==> src/rtl/ps2_kbd_ctrl.sv <==
// PS/2 keyboard host controller: sequences keyboard reset/BAT, LED updates and
// user commands over a byte-level PS/2 PHY, handling ACK/resend/timeout with
// bounded retries, and forwards unsolicited device bytes as key codes.
// Ports:
//   clk, rst_n                  clock, asynchronous active-low reset
//   host_tx_data/req/ready      byte transmit towards the PHY (req level, ready = ACK bit seen)
//   host_rx_data/ready          byte received from the PHY
//   led_state/led_update        {caps,num,scroll} update request
//   cmd_valid/cmd_byte/cmd_ready user command handshake
//   key_valid/key_code          forwarded device bytes
//   init_done, err/err_clr      init status, sticky failure flag and its clear
module ps2_kbd_ctrl #(
    parameter logic [23:0] TIMEOUT_CYCLES = 24'd1_000_000,
    parameter logic [23:0] BAT_CYCLES     = 24'd16_000_000,
    parameter logic [1:0]  MAX_RETRY      = 2'd3
) (
    input  logic       clk,
    input  logic       rst_n,
    output logic [7:0] host_tx_data,
    output logic       host_tx_req,
    input  logic       host_tx_ready,
    input  logic [7:0] host_rx_data,
    input  logic       host_rx_ready,
    input  logic [2:0] led_state,
    input  logic       led_update,
    input  logic       cmd_valid,
    input  logic [7:0] cmd_byte,
    output logic       cmd_ready,
    output logic       key_valid,
    output logic [7:0] key_code,
    output logic       init_done,
    output logic       err,
    input  logic       err_clr
);

    localparam logic [7:0] CMD_RESET    = 8'hFF;
    localparam logic [7:0] CMD_SET_LED  = 8'hED;
    localparam logic [7:0] RSP_ACK      = 8'hFA;
    localparam logic [7:0] RSP_RESEND   = 8'hFE;
    localparam logic [7:0] RSP_BAT_OK   = 8'hAA;
    localparam logic [7:0] RSP_BAT_FAIL = 8'hFC;

    typedef enum logic [2:0] {
        INIT_SEND, INIT_ACK, INIT_BAT, IDLE, SEND, WAIT_TXD, WAIT_ACK
    } state_e;

    // Which byte of which sequence is in flight outside init
    typedef enum logic [1:0] {PH_LED_CMD, PH_LED_VAL, PH_USER} phase_e;

    state_e      state_q, state_d;
    phase_e      phase_q, phase_d;
    logic [7:0]  host_tx_data_q, host_tx_data_d;
    logic        host_tx_req_q, host_tx_req_d;
    logic        key_valid_q, key_valid_d;
    logic [7:0]  key_code_q, key_code_d;
    logic        init_done_q, init_done_d;
    logic        err_q, err_d;
    logic [1:0]  retry_q, retry_d;
    logic        led_pending_q, led_pending_d;
    logic [2:0]  led_val_q, led_val_d;
    logic [23:0] cnt_q, cnt_d;

    logic        led_pending_c;
    logic [23:0] cnt_dec_c;
    logic        rx_ack_c, rx_resend_c, fwd_c, err_set_c;

    // An update arriving this cycle already counts as pending for arbitration
    assign led_pending_c = led_pending_q | led_update;
    assign cmd_ready     = (state_q == IDLE) & init_done_q & ~led_pending_c;
    assign cnt_dec_c     = (cnt_q != 24'd0) ? cnt_q - 24'd1 : cnt_q;
    assign rx_ack_c      = host_rx_ready & (host_rx_data == RSP_ACK);
    assign rx_resend_c   = host_rx_ready & (host_rx_data == RSP_RESEND);

    // Next-state and output logic
    always_comb begin
        state_d        = state_q;
        phase_d        = phase_q;
        host_tx_data_d = host_tx_data_q;
        host_tx_req_d  = host_tx_req_q;
        key_valid_d    = 1'b0;
        key_code_d     = key_code_q;
        init_done_d    = init_done_q;
        err_d          = err_q;
        retry_d        = retry_q;
        led_pending_d  = led_pending_q;
        led_val_d      = led_val_q;
        cnt_d          = cnt_q;
        fwd_c          = 1'b0;
        err_set_c      = 1'b0;

        if (led_update) begin
            led_pending_d = 1'b1;
            led_val_d     = led_state;
        end

        case (state_q)
            INIT_SEND: begin
                host_tx_data_d = CMD_RESET;
                host_tx_req_d  = 1'b1;
                state_d        = WAIT_TXD;
            end
            INIT_ACK: begin
                cnt_d = cnt_dec_c;
                if (rx_ack_c) begin
                    cnt_d   = BAT_CYCLES - 24'd1;
                    retry_d = 2'd0;
                    state_d = INIT_BAT;
                end else if (rx_resend_c || (cnt_q == 24'd0)) begin
                    // Exhausted retries restart init from a clean count
                    retry_d = (retry_q < MAX_RETRY) ? retry_q + 2'd1 : 2'd0;
                    state_d = INIT_SEND;
                end
            end
            INIT_BAT: begin
                cnt_d = cnt_dec_c;
                if (host_rx_ready && (host_rx_data == RSP_BAT_OK)) begin
                    init_done_d = 1'b1;
                    state_d     = IDLE;
                end else if ((host_rx_ready && (host_rx_data == RSP_BAT_FAIL)) ||
                             (cnt_q == 24'd0)) begin
                    retry_d = 2'd0;
                    state_d = INIT_SEND;
                end
            end
            IDLE: begin
                fwd_c = host_rx_ready;
                if (led_pending_c) begin
                    // Sequence consumes the request; later updates re-arm it
                    host_tx_data_d = CMD_SET_LED;
                    phase_d        = PH_LED_CMD;
                    retry_d        = 2'd0;
                    led_pending_d  = 1'b0;
                    state_d        = SEND;
                end else if (cmd_valid) begin
                    host_tx_data_d = cmd_byte;
                    phase_d        = PH_USER;
                    retry_d        = 2'd0;
                    state_d        = SEND;
                end
            end
            SEND: begin
                fwd_c         = host_rx_ready & init_done_q;
                host_tx_req_d = 1'b1;
                state_d       = WAIT_TXD;
            end
            WAIT_TXD: begin
                fwd_c = host_rx_ready & init_done_q;
                if (host_tx_ready) begin
                    host_tx_req_d = 1'b0;
                    cnt_d         = TIMEOUT_CYCLES - 24'd1;
                    state_d       = init_done_q ? WAIT_ACK : INIT_ACK;
                end
            end
            WAIT_ACK: begin
                cnt_d = cnt_dec_c;
                fwd_c = host_rx_ready & ~rx_ack_c & ~rx_resend_c;
                if (rx_ack_c) begin
                    if (phase_q == PH_LED_CMD) begin
                        host_tx_data_d = {5'b0, led_val_q};
                        phase_d        = PH_LED_VAL;
                        retry_d        = 2'd0;
                        state_d        = SEND;
                    end else begin
                        state_d = IDLE;
                    end
                end else if (rx_resend_c || (cnt_q == 24'd0)) begin
                    if (retry_q < MAX_RETRY) begin
                        retry_d = retry_q + 2'd1;
                        state_d = SEND;
                    end else begin
                        err_set_c = 1'b1;
                        state_d   = IDLE;
                    end
                end
            end
            default: state_d = INIT_SEND;
        endcase

        if (fwd_c) begin
            key_valid_d = 1'b1;
            key_code_d  = host_rx_data;
        end

        // Set wins over clear
        if (err_set_c) begin
            err_d = 1'b1;
        end else if (err_clr) begin
            err_d = 1'b0;
        end
    end

    // State and output registers
    always_ff @(posedge clk or negedge rst_n) begin
        if (!rst_n) begin
            state_q        <= INIT_SEND;
            phase_q        <= PH_USER;
            host_tx_data_q <= 8'h00;
            host_tx_req_q  <= 1'b0;
            key_valid_q    <= 1'b0;
            key_code_q     <= 8'h00;
            init_done_q    <= 1'b0;
            err_q          <= 1'b0;
            retry_q        <= 2'd0;
            led_pending_q  <= 1'b0;
            led_val_q      <= 3'd0;
            cnt_q          <= 24'd0;
        end else begin
            state_q        <= state_d;
            phase_q        <= phase_d;
            host_tx_data_q <= host_tx_data_d;
            host_tx_req_q  <= host_tx_req_d;
            key_valid_q    <= key_valid_d;
            key_code_q     <= key_code_d;
            init_done_q    <= init_done_d;
            err_q          <= err_d;
            retry_q        <= retry_d;
            led_pending_q  <= led_pending_d;
            led_val_q      <= led_val_d;
            cnt_q          <= cnt_d;
        end
    end

    assign host_tx_data = host_tx_data_q;
    assign host_tx_req  = host_tx_req_q;
    assign key_valid    = key_valid_q;
    assign key_code     = key_code_q;
    assign init_done    = init_done_q;
    assign err          = err_q;

endmodule

==> config.mk <==
export PLATFORM = sky130hd
export DESIGN_NAME = ps2_kbd_ctrl
export DESIGN_NICKNAME = d
export VERILOG_FILES = /design/src/rtl/ps2_kbd_ctrl.sv
export SDC_FILE = /design/constraint.sdc
export NUM_CORES = 1
export LEC_CHECK = 0
export BUFFER_PORTS_ARGS = -buffer_cell sky130_fd_sc_hd__buf_2
export CORE_ASPECT_RATIO = 0.6
export CORE_MARGIN = 2
export CORE_UTILIZATION = 45
export DETAILED_ROUTE_END_ITERATION = 8
export PLACE_DENSITY = 0.65
export SYNTH_ARGS = -nofsm -noshare
export SYNTH_HDL_FRONTEND = slang
export SYNTH_SLANG_ARGS = --single-unit
==> constraint.sdc <==
create_clock -name clk -period 2.24 [get_ports clk]
set_input_delay 0.112 -clock clk [delete_from_list [all_inputs] [get_ports clk]]
set_output_delay 0.112 -clock clk [all_outputs]
set_load 0.005 [all_outputs]
-- After elaboration in Yosys (flattened, before gate mapping)
Cells that the tools add are included.
- register bits after elaboration: 55
- input port bits: 26
- output and inout bits: 21
- logic and storage cells: 123
- add/subtract/negate cells: 2
- magnitude comparators: 1
- equal/unequal tests: 21
- mux-type cells: 52
- bitwise gates (word level): 11
- reductions and logical operators: 24
- operator list (cell ; count):
    $mux 24 ; 3
    $pmux 24 s3 ; 1
    $mux 3 ; 12
    $eq 8x8->1 const B ; 4
    $mux 8 ; 4
    $mux 2 ; 15
    $logic_not 24->1 ; 1
    $pmux 8 s3 ; 1
    $reduce_bool 24->1 ; 1
    $sub 24x1->24 const B ; 1
    $ne 3x3->1 const B ; 6
    $pmux 3 s6 ; 1
    $mux 1 ; 11
    $ne 2x2->1 const B ; 5
    $eq 3x3->1 const B ; 3
    $pmux 2 s4 ; 1
    $reduce_and 4->1 ; 2
    $reduce_and 8->1 ; 1
    $and 1x1->1 ; 7
    $eq 3x2->1 const B ; 2
    $reduce_and 2->1 ; 3
    $reduce_bool 2->1 ; 3
    $reduce_bool 3->1 ; 2
    $reduce_or 2->1 ; 3
    14 further kinds ; 18

-- Logic depth before layout (Yosys ltp)
Gate-level depths: netlist of run 1.
- depth after elaboration: 7
- depth in mapped cells: 8
- gate-level depth less buffers: 8

-- Worst setup path after synthesis of run 1
OpenSTA, ideal clock, no wires.
- kind: register -> register
- from: register cnt_q[0]
- to: register retry_q[0]
- library setup time: 0.127 ns
- arrival time: 1.880 ns
- data required time: 2.113 ns
- path slack: 0.233 ns
- cell stages (with the launch flop): 9
- path buffers: 0
- clock period less this slack: 2.007 ns
- cell sequence: dfrtp_1 > inv_1 > ha_1 > nor4b_1 > and4_1 > nand3_2 > nand2_1 > and4_1 > mux2_1
- word-level cells in the longest chain between the ends: 4
- elaborated cells on any way between the ends: 7
- classes of those cells: 3 x eq/ne; 4 x reduce/logical
- ends and longest elaborated chain (element ; line ; source):
    start: declaration ; 61 ; logic [23:0] cnt_q, cnt_d;
    start signal: assignment ; 219 ; cnt_q <= cnt_d;
    $logic_not 24->1 (*) ; 108, 120, 166 ;
    $logic_or 1x1->1, on equally long branches ; 108, 166, 119 ;
    $ne 3x3->1 (no line) / $ne 2x2->1 (equally long branches) ; - ;
    $reduce_and 8->1 (no line) (*) ; - ;
    end signal: assignment ; 216 ; retry_q <= retry_d;
    end: declaration ; 58 ; logic [1:0] retry_q, retry_d;
Every way passes the cells marked *; elsewhere a longest branch is shown, timed or not.
A chain may end at the register's enable or synchronous reset.

-- Worst setup path after layout of run 1
- from: register cnt_q[14]
- to: register cnt_q[22]
- word-level cells in the longest chain between the ends: 4
- elaborated cells on any way between the ends: 5
- classes of those cells: 1 x add/sub; 3 x mux; 1 x reduce/logical
- ends and longest elaborated chain (element ; line ; source):
    $sub 24x1->24 / $reduce_bool 24->1 (equally long branches) ; 70 ; assign cnt_dec_c = (cnt_q != 24'd0) ? cnt_q - 24'd1 : cnt_q;
    $mux 24 (*) ; 70 ;
    $mux 24 ; 104 ; if (rx_ack_c) begin
    $pmux 24 s3 (*) ; 96 ; case (state_q)
Marks and branches as above.

==> impl_table.tex, run 1 <==
\begin{tabular}{lr}
\hline
Metric & Value \\
\hline
\multicolumn{2}{l}{\textbf{Timing}} \\
\quad Slew at the pin closest to its max-slew limit & around 0.66 ns \\
\quad Hold Violations, Final & 0 \\
\quad Final Max Slew Viols & 0 \\
\quad Share of the clock period used by the worst path & 96.2\% \\
\quad Worst slew margin relative to its limit & 56.3\% \\
\quad Achievable Freq & 464 MHz \\
\quad Final Critical Period & 2.15 ns \\
\quad Summed negative setup slack over all endpoints & 0 ns \\
\quad Worst clock skew & 0.00564 ns \\
\quad Setup-failing EPs final & 0 \\
\multicolumn{2}{l}{\textbf{CTS}} \\
\quad H-tree Lvls & 2 \\
\quad Num CTS Buffers & 5 \\
\quad CTS tree & yes \\
\quad Number of clock sinks seen by CTS & 55 \\
\quad Reg clk slew, reported paths & around 0.070 ns \\
\quad CTS root buf & sky130\_fd\_sc\_hd\_\_clkbuf\_16 \\
\quad Worst skew pair latency & 0.30 ns \\
\quad Number of setup buffers added after CTS & 0 \\
\quad Maximum root-to-sink buffer count & 2 \\
\multicolumn{2}{l}{\textbf{Critical path}} \\
\quad Worst R2R End & cnt\_q[22] \\
\quad Critical path capture point type & flop \\
\quad Flop-to-flop setup slack & 0.09 ns \\
\quad Crit Path Category & flop to flop \\
\quad Cell-by-cell listing of the critical path & or3\_4 -> or3\_1 -> o311ai\_2 -> o41ai\_1 -> a211o\_1 \\
\quad Max incr delay on CP & about 0.46 ns \\
\quad Critical Path RT & 2.43 ns \\
\quad FF-to-FF path depth & 5 \\
\quad Bufs and invs on worst path & 0 \\
\quad Slowest CP cell & sky130\_fd\_sc\_hd\_\_or3\_1 \\
\quad Category of cells accounting for the largest share of critical-path delay & simple AND/OR/NAND/NOR gates \\
\quad Worst flop-to-flop path startpoint & cnt\_q[14] \\
\quad Signal arrival time at the worst endpoint & 2.34 ns \\
\quad Crit path launch type & flop \\
\quad Cell count along the critical path & 5 \\
\quad Max Fanout on Critical Path & 7 \\
\multicolumn{2}{l}{\textbf{Floorplan}} \\
\quad Effective utilization at floorplan & 46.4\% \\
\quad Floorplan row count & 23 \\
\quad Die area & 0.00756 sq mm \\
\quad Die Ht & 68.1 um \\
\quad Placeable core region & 0.00665 sq mm \\
\quad Die width & 111 um \\
\quad Num ports & 47 \\
\multicolumn{2}{l}{\textbf{Pwr}} \\
\quad IR drop worst, VDD & 444 uV \\
\quad Static leakage & around 1.7 nW \\
\quad Power Density & 854 mW/mm\^{}2 \\
\multicolumn{2}{l}{\textbf{Global routing}} \\
\quad Maximum number of pins on one net before global-route repair & 29 \\
\quad Number of antenna violations at the first check in global routing & 0 \\
\quad Overflow left after global routing & 0 \\
\quad Number of global-route vias before repair & approximately 2,500 \\
\quad Global-route wire length before repair & 13.0 mm \\
\quad Total routing usage reported by global routing & 22.0\% \\
\multicolumn{2}{l}{\textbf{Logic synthesis}} \\
\quad Mapped cell area & 0.00309 sq mm \\
\quad Total nets after synthesis & 362 \\
\quad Seq cells post-synth & 55 \\
\quad Async set-reset flop share out of synthesis & 100\% \\
\quad Post-synthesis sequential area ratio & between 40\% and 50\% \\
\quad Synthesized instance count & 333 \\
\quad Main flop type after synthesis & sky130\_fd\_sc\_hd\_\_dfrtp\_1 \\
\quad Post-synth EDFFs & 0 \\
\quad Avg Synthesized Cell Area & 9.27 sq um \\
\quad Synth unique cells & 63 \\
\quad Total number of yosys warnings & 0 \\
\multicolumn{2}{l}{\textbf{Cells and area}} \\
\quad Core utilization of the finished layout & 55.9\% \\
\quad Top library cells by usage in the layout, fill and taps aside & sky130\_fd\_sc\_hd\_\_dfrtp\_1, sky130\_fd\_sc\_hd\_\_buf\_2, sky130\_fd\_sc\_hd\_\_nand2\_1, sky130\_fd\_sc\_hd\_\_nor2\_1, sky130\_fd\_sc\_hd\_\_o21ai\_0 \\
\quad Seq. cell area & 0.00138 sq mm \\
\quad Area growth from synthesis to layout & 20.4\% \\
\quad Most common cell after layout, fill and taps aside & sky130\_fd\_sc\_hd\_\_dfrtp\_1 \\
\quad Layout Cell Area excl Fill & roughly 0.0037 sq mm \\
\quad Cell Count, Final, Fillers Out & between 400 and 500 \\
\quad Layout cells sized above 1 & about a quarter \\
\quad Net count, final & 425 \\
\quad Area occupied by multi-input gates & 0.00164 sq mm \\
\quad Number of fillers in the final layout & 586 \\
\quad Antenna cell count & 0 \\
\multicolumn{2}{l}{\textbf{Placed design}} \\
\quad Number of port buffers & 46 \\
\quad Half-perimeter wire length of the detailed placement result & 5.94 mm \\
\quad Post-detailed-placement cell area & around 0.0035 sq mm \\
\quad Instance count after placement with tap cells included & between 400 and 500 \\
\quad Routability cong. & 0.887 \\
\multicolumn{2}{l}{\textbf{Hold path}} \\
\quad Tightest Hold Check Type & input port to flop \\
\quad Startpoint of the tightest hold check path & err\_clr \\
\quad Hold path endpoint & err \\
\quad Hold path cells & 2 \\
\multicolumn{2}{l}{\textbf{Drt}} \\
\quad Final wirelength & 7.81 mm \\
\quad \# DRC & 0 \\
\quad Antenna viol nets, final & 0 \\
\quad Overall via count from detail\_route & 2,728 \\
\quad Vias/cell & 5.64 \\
\quad Drt initial violations & between 200 and 300 \\
\quad WL per Instance & 16.1 um \\
\quad Number of detailed-routing iterations run before antenna repair & 5 \\
\multicolumn{2}{l}{\textbf{Run}} \\
\quad Max capacitance violation total & 0 \\
\multicolumn{2}{l}{\textbf{Outcome}} \\
\quad Run status & finished clean \\
\hline
\end{tabular}
final cells by class:
type	instances	share of cell area [%]
flip-flops and latches	55	37.1
clock buffers	7	3.57
inverters	12	1.21
clock inverters	1	0.135
well taps	87	2.93
repair buffers	67	10.8
multi-input cells	255	44.2
state kept, by name, indices dropped and copies added (netlist names):
name           flops
led_pending_q      1
key_valid          1
init_done          1
host_tx_data       8
state_q            3
phase_q            2
host_tx_req        1
cnt_q             24
key_code           8
led_val_q          3
err                1
retry_q            2
cell families after synthesis:
| logic type | after synthesis | share of synthesized area (%) |
|---|---|---|
| AOI/OAI and AO/OA | 89 | 18.2 |
| xor gates and xnor gates | 11 | 3.12 |
| adders and majority gates | 3 | 1.22 |
| buffers and inverters | 23 | 3.12 |
| DFF | 55 | 44.6 |
| muxes | 13 | 4.74 |
| and+or+nand+nor | 139 | 25.0 |
how the worst max path moves through the flow:
stage	to	slack [ns]	from
finish	cnt_q[22]	0.09	cnt_q[14]
global route	cnt_q[8]	-0.009	cnt_q[0]
CTS	cnt_q[22]	0.09	cnt_q[14]
detailed placement	cnt_q[22]	0.1	cnt_q[14]
global placement	cnt_q[5]	0.15	cnt_q[0]
floorplan	retry_q[0]	0.23	cnt_q[0]
metrics by stage:
step           hold slack [ns]  worst slack (ns)  total power [mW]
6_report               0.00530            0.0861              3.17
2_1_floorplan           -0.184             0.233              2.01
4_1_cts                0.00398            0.0904              3.18
3_3_place_gp             0.181             0.148              2.38
3_5_place_dp             0.186            0.0985              2.40
5_1_grt                0.00543          -0.00922              3.39
synth_stat cells (3+ instances only):
cell | number | area share, %
sky130_fd_sc_hd__xor2_1 | 8 | 2.3
sky130_fd_sc_hd__nand3_1 | 7 | 1.1
sky130_fd_sc_hd__and3_1 | 7 | 1.4
sky130_fd_sc_hd__nand2b_1 | 7 | 1.4
sky130_fd_sc_hd__ha_1 | 3 | 1.2
sky130_fd_sc_hd__o21ai_1 | 7 | 1.1
sky130_fd_sc_hd__a31oi_1 | 5 | 1.0
sky130_fd_sc_hd__mux2_2 | 10 | 3.6
sky130_fd_sc_hd__xnor2_1 | 3 | 0.85
sky130_fd_sc_hd__mux2_1 | 3 | 1.1
sky130_fd_sc_hd__nand4_1 | 5 | 1.0
sky130_fd_sc_hd__inv_1 | 12 | 1.5
sky130_fd_sc_hd__nor2b_1 | 6 | 1.2
sky130_fd_sc_hd__a21oi_1 | 19 | 3.1
sky130_fd_sc_hd__o22ai_1 | 5 | 1.0
sky130_fd_sc_hd__o21a_1 | 3 | 0.73
sky130_fd_sc_hd__o21ai_0 | 26 | 4.2
sky130_fd_sc_hd__or3_1 | 5 | 1.0
sky130_fd_sc_hd__nor2_1 | 27 | 3.3
sky130_fd_sc_hd__clkbuf_1 | 8 | 0.97
sky130_fd_sc_hd__a21o_1 | 3 | 0.73
sky130_fd_sc_hd__dfrtp_1 | 54 | 44
sky130_fd_sc_hd__nand2_1 | 38 | 4.6
sky130_fd_sc_hd__and4_1 | 4 | 1.1
sky130_fd_sc_hd__nor3_1 | 7 | 1.1
sky130_fd_sc_hd__nor4_1 | 5 | 1.0
worst reg2reg max path, cell delays in order (launching register included):
cell and delay [ns]:
sky130_fd_sc_hd__dfrtp_1 0.44, sky130_fd_sc_hd__or3_4 0.43, sky130_fd_sc_hd__or3_1 0.46, sky130_fd_sc_hd__o311ai_2 0.33, sky130_fd_sc_hd__o41ai_1 0.12, sky130_fd_sc_hd__a211o_1 0.27
repair_timing:
action	4_1_cts	5_1_grt
resized for setup	0	4
hold buffers	1	0
hold endpoints to repair	27	0
endpoints found under the setup margin	0	6
routing by layer:
| layer | up-vias | share of wire, % | GRT usage (%) |
|---|---|---|---|
| li1 | 1341 | - | - |
| met5 | - | 0 | 0 |
| met1 | 1296 | 55 | 35.6 |
| met3 | 5 | 7.0 | 5.76 |
| met2 | 86 | 37 | 28.2 |
| met4 | 0 | 0.76 | 4.69 |
where the power goes:
part,total (mW),switching (mW),leakage (nW),internal (mW)
Clock,0.765,0.351,0.0679,0.415
Sequential,1.31,0.146,0.658,1.16
Combinational,1.10,0.622,0.931,0.477
Note: power is estimated with default switching activity, not from simulation.
==> run 2, diff against run 1 <==
CORE_MARGIN = not set   (was 2)
CTS_CLUSTER_DIAMETER = 50   (was not set)
MAX_ROUTING_LAYER = met4   (was not set)
==> run 2 against run 1 <==
Against the previous run: die area fell by 4.7%; critical path depth unchanged; clock-buffer cell count fell by 1; register-to-register slack about the same; total power grew 6.6%; worst setup slack lost 0.00091 ns; global-route usage up 4.0 points; clock power is 20% higher; largest power group unchanged; clock skew about the same.
==> impl_table.tex, run 2 (same netlist as run 1, synthesis figures left out) <==
\begin{tabular}{lr}
\hline
Metric & Value \\
\hline
\multicolumn{2}{l}{\textbf{Critical path}} \\
\quad Max incr delay on CP & 0.47 ns \\
\quad Critical Path RT & 2.42 ns \\
\quad Max Fanout on Critical Path & 7 \\
\quad Signal arrival time at the worst endpoint & about 2.3 ns \\
\quad Crit Path Category & flop to flop \\
\quad Critical path capture point type & flop \\
\quad Worst R2R End & cnt\_q[22] \\
\quad Flop-to-flop setup slack & around 0.085 ns \\
\quad Cell-by-cell listing of the critical path & or3\_4 -> or3\_1 -> o311ai\_2 -> o41ai\_1 -> a211o\_1 \\
\quad FF-to-FF path depth & 5 \\
\quad Crit path launch type & flop \\
\quad Slowest CP cell & sky130\_fd\_sc\_hd\_\_or3\_1 \\
\quad Worst flop-to-flop path startpoint & cnt\_q[14] \\
\multicolumn{2}{l}{\textbf{Timing}} \\
\quad Share of the clock period used by the worst path & 96.2\% \\
\quad RSZ-0062 raised after global routing & false \\
\quad Summed negative setup slack over all endpoints & 0 ns \\
\quad Worst clock skew & 0.00614 ns \\
\quad Hold Violations, Final & 0 \\
\quad Achievable Freq & 464 MHz \\
\quad Final setup slack of the worst path & 0.0852 ns \\
\quad Setup-failing EPs final & 0 \\
\quad Worst slew margin relative to its limit & just over 60\% \\
\quad Final Critical Period & 2.15 ns \\
\quad Final Max Slew Viols & 0 \\
\quad Slew at the pin closest to its max-slew limit & 0.574 ns \\
\multicolumn{2}{l}{\textbf{Drt}} \\
\quad Final wirelength & 7.99 mm \\
\quad Drt initial violations & 263 \\
\quad \# DRC & 0 \\
\quad Antenna viol nets, final & 0 \\
\quad Vias/cell & 5.69 \\
\quad Overall via count from detail\_route & 2,756 \\
\quad WL per Instance & about 17 um \\
\quad Number of detailed-routing iterations run before antenna repair & 7 \\
\multicolumn{2}{l}{\textbf{Cells and area}} \\
\quad Number of fillers in the final layout & 576 \\
\quad Largest Register & cnt\_q \\
\quad Area growth from synthesis to layout & 21.9\% \\
\quad Flip-flop count of the largest register after layout & 24 \\
\quad Net count, final & 428 \\
\quad Antenna cell count & 0 \\
\quad Top library cells by usage in the layout, fill and taps aside & sky130\_fd\_sc\_hd\_\_dfrtp\_1, sky130\_fd\_sc\_hd\_\_buf\_2, sky130\_fd\_sc\_hd\_\_nand2\_1, sky130\_fd\_sc\_hd\_\_nor2\_1, sky130\_fd\_sc\_hd\_\_o21ai\_0 \\
\quad Layout cells sized above 1 & 27.0\% \\
\quad Most common cell after layout, fill and taps aside & sky130\_fd\_sc\_hd\_\_dfrtp\_1 \\
\quad Layout Cell Area excl Fill & approximately 0.0038 sq mm \\
\multicolumn{2}{l}{\textbf{Global routing}} \\
\quad Global-route wire length before repair & approximately 14 mm \\
\quad Maximum number of pins on one net before global-route repair & 21 \\
\quad Number of global-route vias before repair & 2,652 \\
\quad Global route hottest layer & met1 \\
\quad Overflow left after global routing & 0 \\
\quad M1 GR Usage & 39.5\% \\
\quad Met3 Usage GRT & between 7 and 8\% \\
\quad Global routing usage on met2 & 32.8\% \\
\quad Total routing usage reported by global routing & 25.9\% \\
\quad Number of antenna violations at the first check in global routing & 0 \\
\multicolumn{2}{l}{\textbf{Placed design}} \\
\quad Post-detailed-placement cell area & 0.00354 sq mm \\
\quad Worst setup slack before clock tree synthesis & 0.0128 ns \\
\quad Half-perimeter wire length of the detailed placement result & around 6.1 mm \\
\quad Routability cong. & 0.952 \\
\quad Number of port buffers & 46 \\
\multicolumn{2}{l}{\textbf{Hold path}} \\
\quad Startpoint of the tightest hold check path & err\_clr \\
\quad Hold path endpoint & err \\
\quad Tightest Hold Check Type & input port to flop \\
\quad Hold path cells & 2 \\
\multicolumn{2}{l}{\textbf{CTS}} \\
\quad Worst skew pair latency & $\sim$0.3 ns \\
\quad CTS tree & yes \\
\quad Reg clk slew, reported paths & 0.07 ns \\
\quad CTS root buf & sky130\_fd\_sc\_hd\_\_clkbuf\_16 \\
\quad H-tree Lvls & 2 \\
\quad Maximum root-to-sink buffer count & 2 \\
\quad Number of setup buffers added after CTS & 0 \\
\quad Number of clock sinks seen by CTS & 55 \\
\quad Num CTS Buffers & 5 \\
\multicolumn{2}{l}{\textbf{Pwr}} \\
\quad IR drop worst, VDD & 489 uV \\
\quad Overall power of the completed layout & 3.38 mW \\
\quad Share of power burned in the clock network & 27.1\% \\
\quad Switching portion of total power & 34.0\% \\
\quad Internal power & 2.23 mW \\
\quad Power Density & 899 mW/mm\^{}2 \\
\quad Sequential cell fraction of total power & between 30\% and 40\% \\
\quad Relative contribution of combinational cells to total power & roughly a third \\
\quad Static leakage & approximately 1.7 nW \\
\quad Net switching power & $\sim$1.2 mW \\
\multicolumn{2}{l}{\textbf{Floorplan}} \\
\quad Die area & 0.00720 sq mm \\
\quad Floorplan row count & 22 \\
\quad Effective utilization at floorplan & 48.5\% \\
\quad Num ports & 47 \\
\quad Placeable core region & 0.00636 sq mm \\
\quad Die Ht & 66.1 um \\
\quad Die width & 109 um \\
\multicolumn{2}{l}{\textbf{Outcome}} \\
\quad Run status & finished clean \\
\multicolumn{2}{l}{\textbf{Run}} \\
\quad Max capacitance violation total & 0 \\
\hline
\end{tabular}
[run 2: cell types whose count changed in the layout (fill, tap and decap cells not counted)]
| cell | before | now |
|---|---|---|
| sky130_fd_sc_hd__buf_4 | 19 | 23 |
| sky130_fd_sc_hd__clkbuf_1 | 2 | 0 |
| sky130_fd_sc_hd__nor4_2 | 1 | 3 |
| sky130_fd_sc_hd__nor4_4 | 2 | 0 |
| sky130_fd_sc_hd__buf_12 | 1 | 0 |
| sky130_fd_sc_hd__bufinv_16 | 0 | 1 |
| sky130_fd_sc_hd__clkbuf_8 | 0 | 1 |
| sky130_fd_sc_hd__dfrtp_1 | 54 | 53 |
| sky130_fd_sc_hd__dfrtp_2 | 0 | 1 |
| sky130_fd_sc_hd__nor3b_1 | 1 | 0 |
| sky130_fd_sc_hd__nor3b_2 | 0 | 1 |
| sky130_fd_sc_hd__nor4b_1 | 1 | 0 |
| sky130_fd_sc_hd__nor4b_4 | 0 | 1 |
[run 2: metal layers]
layer / vias up / routed length, um
li1: 1342 / -
met1: 1281 / 4230
met2: 117 / 2990
met3: 16 / 684
met4: 0 / 83
met5: - / 0
[run 2: worst max-delay path, delay by kind of cell, from the launching register on]
kind | cells | cell delay, ns
AOI/OAI and AO/OA | 3 | 0.70
and+or+nand+nor | 2 | 0.90
DFF | 1 | 0.44
[run 2: what timing repair did]
item                                   in CTS  in global routing
setup endpoints to repair                   1                 15
endpoints found under the hold margin      16                  0
gates resized for setup                     1                  5
hold buffers                                1                  0
[run 2: area by class of cell]
type / instances / area (sq um) / share of cell area (%)
clock inverter: 2 / 35.0 / 0.931
clock buffer: 6 / 139 / 3.69
tap: 84 / 105 / 2.79
timing repair buffer: 70 / 413 / 11.0
multi-input combinational: 255 / 1650 / 43.8
sequential: 55 / 1380 / 36.6
inverter: 12 / 45.0 / 1.20
[run 2: how the worst max path moves through the flow]
stage / startpoint / end / slack (ns)
floorplan: cnt_q[0] / retry_q[0] / 0.23
global placement: state_q[1] / state_q[1] / 0.11
detailed placement: cnt_q[0] / retry_q[0] / 0.01
CTS: cnt_q[0] / cnt_q[5] / 0.08
global route: cnt_q[1] / retry_q[0] / 0.002
finish: cnt_q[14] / cnt_q[22] / 0.09
[run 2: power by group through the flow]
stage / sequential (mW) / combinational, mW / clock [mW]
4_1_cts: 1.30 / 1.14 / 0.936
6_report: 1.31 / 1.16 / 0.915
3_5_place_dp: 1.32 / 1.13 / 0
5_1_grt: 1.33 / 1.31 / 0.968
3_3_place_gp: 1.31 / 1.10 / 0
2_1_floorplan: 1.28 / 0.735 / 0
[run 2: through the flow]
step                hold slack [ns]  utilization, %  instances
finish                       0.0153            59.2        484
CTS                          0.0158            58.7        484
floorplan                    -0.184               -        333
global route                 0.0135            59.2        484
global placement             0.0843            55.7        475
detailed placement           0.0780            55.7        475
